==> src/rtl/puf_soc_pkg.sv <==
// Shared sequencer state encoding, default frame geometry and frame-length
// select helper for the arbiter-PUF SoC.
package puf_soc_pkg;

    localparam int unsigned DEF_REG_BIT_SIZE = 8;
    localparam int unsigned DEF_NORM_MOD     = 34;
    localparam int unsigned DEF_DEBUG_MOD    = 133;
    localparam int unsigned DEF_CNT_BIT_SIZE = 5;

    typedef enum logic [2:0] {
        ST_IDLE,
        ST_RX_CHAL,
        ST_LAUNCH,
        ST_WAIT,
        ST_TX
    } puf_seq_state_e;

    function automatic int unsigned frame_len(input logic        op_mode,
                                              input int unsigned norm_len,
                                              input int unsigned dbg_len);
        return op_mode ? dbg_len : norm_len;
    endfunction

endpackage

==> src/rtl/puf_seq_piso.sv <==
// Loadable LSB-first parallel-in/serial-out shifter with a valid/ready
// handshake and a sent-bit counter; flags the handshake of the len-th bit.
module puf_seq_piso #(
    parameter int unsigned WIDTH = 133,
    parameter int unsigned CNT_W = 8
) (
    input  logic             clk,
    input  logic             rst,
    input  logic             load,
    input  logic [WIDTH-1:0] load_data,
    input  logic [CNT_W-1:0] len,
    input  logic             en,
    input  logic             ready,
    output logic             data,
    output logic             last
);

    logic [WIDTH-1:0] sr;
    logic [CNT_W-1:0] cnt;
    logic             hs;

    assign hs   = en && ready;
    assign last = hs && (cnt == len - 1'b1);
    // Masked outside TX so a partly shifted frame never shows on the line.
    assign data = en && sr[0];

    always_ff @(posedge clk or posedge rst) begin
        if (rst) begin
            sr  <= '0;
            cnt <= '0;
        end else if (load) begin
            sr  <= load_data;
            cnt <= '0;
        end else if (hs) begin
            sr  <= {1'b0, sr[WIDTH-1:1]};
            cnt <= cnt + 1'b1;
        end
    end

endmodule

==> src/rtl/puf_seq_ctrl.sv <==
// Arbiter-PUF sequencer: serial challenge in, one launch, serial frame out.
// Optional evaluation watchdog enabled by defining PUF_SEQ_CTRL_WDOG_EN.
module puf_seq_ctrl
    import puf_soc_pkg::*;
#(
    parameter int unsigned REG_BIT_SIZE = DEF_REG_BIT_SIZE,
    parameter int unsigned NORM_MOD     = DEF_NORM_MOD,
    parameter int unsigned DEBUG_MOD    = DEF_DEBUG_MOD,
    parameter int unsigned CNT_BIT_SIZE = DEF_CNT_BIT_SIZE
) (
    input  logic                          clk,
    input  logic                          rst,
    input  logic                          i_start,
    input  logic                          i_op_mode,
    output logic                          o_rx_ready,
    input  logic                          i_rx_valid,
    input  logic                          i_rx_data,
    output logic [REG_BIT_SIZE-1:0]       o_chal,
    output logic                          o_puf_launch,
    input  logic                          i_puf_done,
    input  logic [NORM_MOD-1:0]           i_puf_resp,
    input  logic [DEBUG_MOD-NORM_MOD-1:0] i_dbg_data,
    input  logic                          i_tx_ready,
    output logic                          o_tx_valid,
    output logic                          o_tx_data,
    output logic                          o_busy,
    output logic                          o_done,
    output logic                          o_err
);

    localparam int unsigned CNT_W = $clog2(DEBUG_MOD + 1);

    if (DEBUG_MOD <= NORM_MOD || CNT_BIT_SIZE < 2) begin : g_bad_params
        $error("puf_seq_ctrl: DEBUG_MOD must exceed NORM_MOD and CNT_BIT_SIZE must be at least 2");
    end

    puf_seq_state_e          state, state_nxt;
    logic [REG_BIT_SIZE-1:0] chal;
    logic [CNT_W-1:0]        rx_cnt;
    logic                    op_mode;
    logic                    done_q;
    logic                    start_acc;
    logic                    rx_hs;
    logic                    rx_last;
    logic                    frame_load;
    logic                    tx_last;
    logic                    wdog_expire;
    logic [CNT_W-1:0]        tx_len;

    assign start_acc  = (state == ST_IDLE) && i_start;
    assign rx_hs      = (state == ST_RX_CHAL) && i_rx_valid;
    assign rx_last    = rx_hs && (rx_cnt == CNT_W'(REG_BIT_SIZE - 1));
    assign frame_load = (state == ST_WAIT) && i_puf_done;
    assign tx_len     = CNT_W'(frame_len(op_mode, NORM_MOD, DEBUG_MOD));

    always_ff @(posedge clk or posedge rst) begin
        if (rst) begin
            state <= ST_IDLE;
        end else begin
            state <= state_nxt;
        end
    end

    always_comb begin
        state_nxt = state;
        case (state)
            ST_IDLE:    if (i_start) state_nxt = ST_RX_CHAL;
            ST_RX_CHAL: if (rx_last) state_nxt = ST_LAUNCH;
            ST_LAUNCH:  state_nxt = ST_WAIT;
            // A completion in the expiry cycle takes priority over the timeout.
            ST_WAIT: begin
                if (i_puf_done) begin
                    state_nxt = ST_TX;
                end else if (wdog_expire) begin
                    state_nxt = ST_IDLE;
                end
            end
            ST_TX:      if (tx_last) state_nxt = ST_IDLE;
            default:    state_nxt = ST_IDLE;
        endcase
    end

    always_ff @(posedge clk or posedge rst) begin
        if (rst) begin
            chal    <= '0;
            rx_cnt  <= '0;
            op_mode <= 1'b0;
            done_q  <= 1'b0;
        end else begin
            done_q <= tx_last;
            if (start_acc) begin
                op_mode <= i_op_mode;
                rx_cnt  <= '0;
            end else if (rx_hs) begin
                chal   <= {i_rx_data, chal[REG_BIT_SIZE-1:1]};
                rx_cnt <= rx_cnt + 1'b1;
            end
        end
    end

`ifdef PUF_SEQ_CTRL_WDOG_EN
    localparam logic [CNT_BIT_SIZE-1:0] WDOG_LAST = {{(CNT_BIT_SIZE - 1){1'b1}}, 1'b0};

    logic [CNT_BIT_SIZE-1:0] wdog_cnt;
    logic                    err_q;

    // Expiry is flagged on the edge that would bring the count to all-ones.
    assign wdog_expire = (state == ST_WAIT) && (wdog_cnt == WDOG_LAST);
    assign o_err       = err_q;

    always_ff @(posedge clk or posedge rst) begin
        if (rst) begin
            wdog_cnt <= '0;
            err_q    <= 1'b0;
        end else begin
            if (state == ST_WAIT) begin
                wdog_cnt <= wdog_cnt + 1'b1;
            end else begin
                wdog_cnt <= '0;
            end
            if (start_acc) begin
                err_q <= 1'b0;
            end else if (wdog_expire && !i_puf_done) begin
                err_q <= 1'b1;
            end
        end
    end
`else
    assign wdog_expire = 1'b0;
    assign o_err       = 1'b0;
`endif

    puf_seq_piso #(
        .WIDTH (DEBUG_MOD),
        .CNT_W (CNT_W)
    ) u_piso (
        .clk       (clk),
        .rst       (rst),
        .load      (frame_load),
        .load_data ({i_dbg_data, i_puf_resp}),
        .len       (tx_len),
        .en        (state == ST_TX),
        .ready     (i_tx_ready),
        .data      (o_tx_data),
        .last      (tx_last)
    );

    assign o_rx_ready   = (state == ST_RX_CHAL);
    assign o_puf_launch = (state == ST_LAUNCH);
    assign o_tx_valid   = (state == ST_TX);
    assign o_busy       = (state != ST_IDLE);
    assign o_done       = done_q;
    assign o_chal       = chal;

endmodule

==> config.mk <==
export PLATFORM = sky130hd
export DESIGN_NAME = puf_seq_ctrl
export DESIGN_NICKNAME = d
export VERILOG_FILES = /design/src/rtl/puf_soc_pkg.sv /design/src/rtl/puf_seq_piso.sv /design/src/rtl/puf_seq_ctrl.sv
export SDC_FILE = /design/constraint.sdc
export NUM_CORES = 1
export LEC_CHECK = 0
export BUFFER_PORTS_ARGS = -buffer_cell sky130_fd_sc_hd__buf_4
export CAP_MARGIN = 20
export CORE_MARGIN = 5
export CORE_UTILIZATION = 40
export DETAILED_ROUTE_END_ITERATION = 6
export MAX_ROUTING_LAYER = met4
export PLACE_DENSITY = 0.67
export SKIP_LAST_GASP = 1
export SLEW_MARGIN = 20
export SYNTH_ARGS = -nofsm -noshare
export SYNTH_HDL_FRONTEND = slang
export SYNTH_SLANG_ARGS = --single-unit
==> constraint.sdc <==
create_clock -name clk -period 7.57 [get_ports clk]
set_input_delay 0.3785 -clock clk [delete_from_list [all_inputs] [get_ports clk]]
set_output_delay 0.3785 -clock clk [all_outputs]
set_load 0.05 [all_outputs]
# Word-level counts from Yosys, hierarchy flattened
# Index checks and enable logic that the tools add are counted.
# op_classes
bitwise	1
n_div	0
multipliers	0
reduce_logical	13
eq_ne	10
n_shift	0
magnitude_cmp	0
add_sub_neg	3
mux	12
# op_table
cell	n
133-bit 2-to-1 mux	2
8-bit 2-to-1 mux	5
8-bit by 1-bit adder with 8-bit output, second input constant	2
3-bit case mux with 5 select lines	1
3-bit 2-to-1 mux	4
8-bit by 3-bit equality test with 1-bit output, second input constant	1
8-bit equality test	1
8-bit by 1-bit subtractor with 8-bit output, second input constant	1
1-bit logical AND	7
3-bit by 2-bit equality test with 1-bit output, second input constant	2
2-bit != test, second input constant	3
4-bit AND reduction	1
2-bit nonzero test	2
3-bit by 1-bit equality test with 1-bit output, second input constant	1
3-bit equality test, second input constant	1
3-bit logical NOT	1
3-bit nonzero test	1
2-bit by 1-bit != test with 1-bit output, second input constant	1
2-bit AND reduction	1
1-bit NOT	1
# word_totals
input_bits	141
rom_bits	0
latchBits	0
reg_bits	162
output_inout_bits	15
wordCells	46
mem_count	0
ram_bits	0

# Logic depth before layout (Yosys ltp)
# depth
word_depth	6
depth_mapped	6
depth_no_buf	4

# Hierarchy
# From an unflattened synthesis, not the netlist that was laid out.
# unflattened
hier_cells	742
area_unflattened_um2	7738.7
# modules_own_cells
module	cells_each	n_inst	area_each_um2
puf_seq_piso	652	1	6757.7
puf_seq_ctrl	90	1	980.9

# Least setup slack after synthesis
# No wires, ideal clock.
# synth_timing
kind	register -> output
from	reg state[0]
to	out o_tx_data
arrival_ps	2375
t_required_ps	7192
stages_incl_launch_ff	4
setup_slack_ps	4817
cell_sequence	dfrtp_1 buf_2 nor3b_1 and2_1
# synth_between
elab_chain_cells	2
# synth_lines
element	line_no	text
from (decl)	puf_seq_ctrl.sv:37	puf_seq_state_e state, state_nxt;
from (signal assigned)	puf_seq_ctrl.sv:60	state <= state_nxt;
3-bit equality test	-	
via o_tx_valid	puf_seq_ctrl.sv:24	output logic o_tx_valid,
1-bit logical AND	puf_seq_piso.sv:25	assign data = en && sr[0];
to (decl)	puf_seq_ctrl.sv:25	output logic o_tx_data,
# The timed path passes the listed nets, and every way through them passes these cells.

# Final worst setup path
# layout_timing
from	reg state[0]
to	reg u_piso.cnt[6]
# layout_between
elab_chain_cells	3
word_cells_on_any_way	6
classes_between	eq/ne (2); mux (1); reduce/logical (3)
# layout_lines
element	line_no	text
3-bit by 2-bit equality test with 1-bit output or 3-bit equality test (tied branches)	puf_seq_ctrl.sv:53, puf_seq_ctrl.sv:142	
1-bit logical AND, on equally long branches	puf_seq_ctrl.sv:53, puf_seq_piso.sv:22	
8-bit 2-to-1 mux or 2-bit nonzero test (tied branches)	-	
to (signal assigned)	puf_seq_piso.sv:36	cnt <= cnt + 1'b1;
to (decl)	puf_seq_piso.sv:19	logic [CNT_W-1:0] cnt;
# Several ways; a longest one is shown, not always the timed one.
# A chain may end at the register's enable or synchronous reset.

==> metrics.md <==
| Metric | Value |
|---|---|
| Crit Path Category | `reg -> reg` |
| Tcrit/Tclk final | `around 40%` |
| Max frequency | `0.3329 GHz` |
| Skew final | `between 0.006 and 0.007 ns` |
| Clock share of power | `33.9%` |
| Total nets after synthesis | `slightly below 900` |
| Pint | `between 1.5 and 2 mW` |
| Starting DRC count in detailed routing | `540` |
| Clk slew on worst S/H paths | `roughly 0.060 ns` |
| Synth cell types | `37` |
| GPL Wtd Cong | `a little under 0.8` |
| P_leak | `4.590 nW` |
| Final hold vios | `0` |
| Met1 WL | `roughly 8500 µm` |
| Post-layout min period | `approximately 3 ns` |
| Vias | `6051` |
| Largest net degree at the start of global routing | `93` |
| # Post-CTS Setup Buffers | `0` |
| Max layer used | `met4` |
| # nets final | `roughly 1000` |
| Routed WL per cell | `approximately 16 µm` |
| Cells after Synth | `750` |
| P&R area growth vs syn | `25.79%` |
| Row cnt | `49` |
| First-pass GRT wire length | `29120 µm` |
| Routed WL | `18100 µm` |
| Vias/cell | `about 5.5` |
| Core area | `17840 µm²` |
| Delay-heaviest family, CP | `simple AND/OR/NAND/NOR gates` |
| Async SR Flop Fraction | `100.0%` |
| Slew @ Worst Pin | `0.9712 ns` |
| CP max stage delay | `just under 0.9 ns` |
| CTS tree | `yes` |
| Detail Route Antenna Nets | `0` |
| Port bufs | `between 150 and 200` |
| Longest Clk Path Bufs | `2` |
| Final worst slack | `roughly 4.6 ns` |
| Overall power | `2.633 mW` |
| Initial Utilization | `roughly 40%` |
| Seq/Total Area, Yosys | `~56%` |
| CP endpoint kind | `flip-flop` |
| H-tree levels | `4` |
| Yosys reg bits | `162` |
| Fin. max-slew vios | `0` |
| Max cap viols | `0` |
| Startpoint Class | `flip-flop` |
| RSZ-0062 raised after global routing | `no` |
| Combinational power share | `about a fifth` |
| Grt ovf | `0` |
| CTS Buf Count | `17` |
| CP Buf/Inv Count | `1` |
| Drc violations | `0` |
| Die Ht | `around 140 µm` |
| Vias in the first global route | `5720` |
| Critical Path AT | `around 3.3 ns` |
| IO Pins | `approximately 160` |
| # hold bufs at CTS | `0` |
| Post-synth EDFFs | `0` |
| Setup TNS | `0 ns` |
| Mapped Area | `about 7000 µm²` |
| Post-detail-place hpwl | `approximately 11000 µm` |
| Pre-Repair DR Iteration Count | `5` |
| Slowest-stage cell, CP | `nand4bb_4` |
| GRT Total Usage | `around 18%` |
| Switch share | `29.42%` |
| Met2 WL | `roughly 8200 µm` |
| Switch Pwr | `between 0.7 and 0.8 mW` |
| Worst hold slack | `~0.11 ns` |
| Met3 WL post-DR | `1167 µm` |
| Worst skew pair latency | `around 0.41 ns` |
| Status | `complete, no violations` |
| Avg Cell Area, Syn | `9.613 µm²` |
| Seq pwr share | `between 40 and 50%` |
| CP cell instances | `nand4bb_4 > buf_4 > or4_1 > a21oi_1` |
| # setup viols final | `0` |
| Clk Tree Root Cell | `clkbuf_16` |
| Synth warnings | `0` |
| Diode count | `0` |
| CP max FO | `a little over 90` |
| Layout cells sized above 1 | `between 20% and 30%` |
| Max IR drop VDD | `0.1597 mV` |
| Slew Limit Headroom | `between 30% and 40%` |
| P per Cell Area | `slightly below 300 nW/µm²` |
| CTS Sinks | `162` |
| Ys flop type | `dfrtp_1` |
| Die Wd | `approximately 140 µm` |
| Post-placement setup slack | `4.596 ns` |
| Crit path required time | `7.90 ns` |
| Post-cts resize count | `0` |
| Initial antenna violation count | `0` |
| Die area | `~21000 µm²` |
| HP Class | `in -> async` |
path summary, 6_finish.rpt:
check / from / end / slack [ns] / cells after the start
min reg2reg: o_chal[0]$_DFFE_PP0P_ / o_chal[0]$_DFFE_PP0P_ / 0.48 / 2
max: state[0]$_DFFE_PP0P_ / u_piso.cnt[6]$_DFFE_PP0P_ / 4.57 / 4
min: rst / u_piso.sr[49]$_DFFE_PP0P_ / 0.11 / 2
min in group clk: i_op_mode / op_mode$_DFFE_PP0P_ / 0.16 / 3
max reg2reg: state[0]$_DFFE_PP0P_ / u_piso.cnt[6]$_DFFE_PP0P_ / 4.57 / 4
max in group asynchronous: rst / u_piso.sr[24]$_DFFE_PP0P_ / 6.23 / 3
synthesized netlist by cell type, types with 2 or more instances:
cell type,instances,share of area (%)
nand2_1,168,8.7
dfrtp_1,162,56
nand3_1,144,10
a22oi_1,132,14
clkbuf_1,37,1.9
buf_1,15,0.78
a21oi_1,13,0.90
buf_2,13,0.90
o21ai_0,9,0.62
or3_1,7,0.61
o31ai_1,5,0.52
or4_1,5,0.52
nor4bb_1,4,0.56
inv_1,3,0.16
nor2_1,3,0.16
nor3b_1,3,0.31
a22o_1,2,0.24
buf_6,2,0.31
ha_1,2,0.35
nand4_1,2,0.17
nand4bb_1,2,0.31
or4b_1,2,0.28
routing by layer:
layer | vias up | global-route usage (%)
met5 | - | -
met4 | 0 | 4.860
met3 | 16 | 4.299
met2 | 154 | 25.09
met1 | 2950 | 25.72
li1 | 2931 | -
power by group through the flow:
| stage | logic [mW] | clock network (mW) | registers [mW] |
|---|---|---|---|
| floorplan | 0.310 | 0 | 1.26 |
| global placement | 0.511 | 0 | 1.23 |
| detailed placement | 0.526 | 0 | 1.23 |
| CTS | 0.526 | 0.915 | 1.22 |
| global route | 0.589 | 0.954 | 1.25 |
| finish | 0.518 | 0.892 | 1.22 |
placed cells by master, fill, tap and decap left out, types with 2 or more instances in the layout:
master	netlist	layout
nand2_1	168	168
buf_4	1	160
nor2_1	3	3
nor3b_1	3	3
nand3_1	144	144
inv_1	3	2
dfrtp_1	162	162
or4b_1	2	2
ha_1	2	2
clkbuf_16	0	17
nand4_1	2	2
bufinv_16	0	4
a21oi_1	13	13
a22o_1	2	2
or4_1	5	5
or3_1	7	7
nor4bb_1	4	2
clkbuf_1	37	4
a22oi_1	132	132
clkbuf_8	0	2
o21ai_0	9	9
clkinv_2	0	2
o31ai_1	5	5
kinds of logic after synthesis:
| family | Yosys count | synth area share, % |
|---|---|---|
| other | 1 | 0.05202 |
| adder cells (fa/ha/maj) | 2 | 0.3470 |
| multiplexers | 1 | 0.1388 |
| AND/OR/NAND/NOR | 349 | 22.67 |
| AO/OA/AOI/OAI | 164 | 16.38 |
| buffers and inverters | 71 | 4.182 |
| flip-flops | 162 | 56.23 |
state kept, by name (all words and copies together) (netlist names):
signal and cells:
o_chal 8, o_done 1, op_mode 1, rx_cnt 8, state 3, u_piso.cnt 8, u_piso.sr 133
per-stage QoR:
stage	std cells	cell area [µm²]	util (%)
2_1_floorplan	750	7209	-
6_report	1101	9069	50.83
3_5_place_dp	1072	8461	47.42
4_1_cts	1101	9059	50.77
3_3_place_gp	1072	8461	47.42
5_1_grt	1101	9069	50.83
area by class of cell:
class                   count  area, µm²
clock inverters             6      130.1
inverters                   3      16.27
well taps                 229      286.5
clock buffers              23      467.9
flip-flops and latches    162       4054
fillers                  1671       8772
multi-input cells         517       2902
repair buffers            161       1212
worst reg2reg max path, stage by stage (launching register included):
cell and delay (ns):
dfrtp_1 0.55, nand4bb_4 0.88, buf_4 0.72, or4_1 0.63
a21oi_1 0.16
No activity file was read; power rests on OpenSTA's default activity.
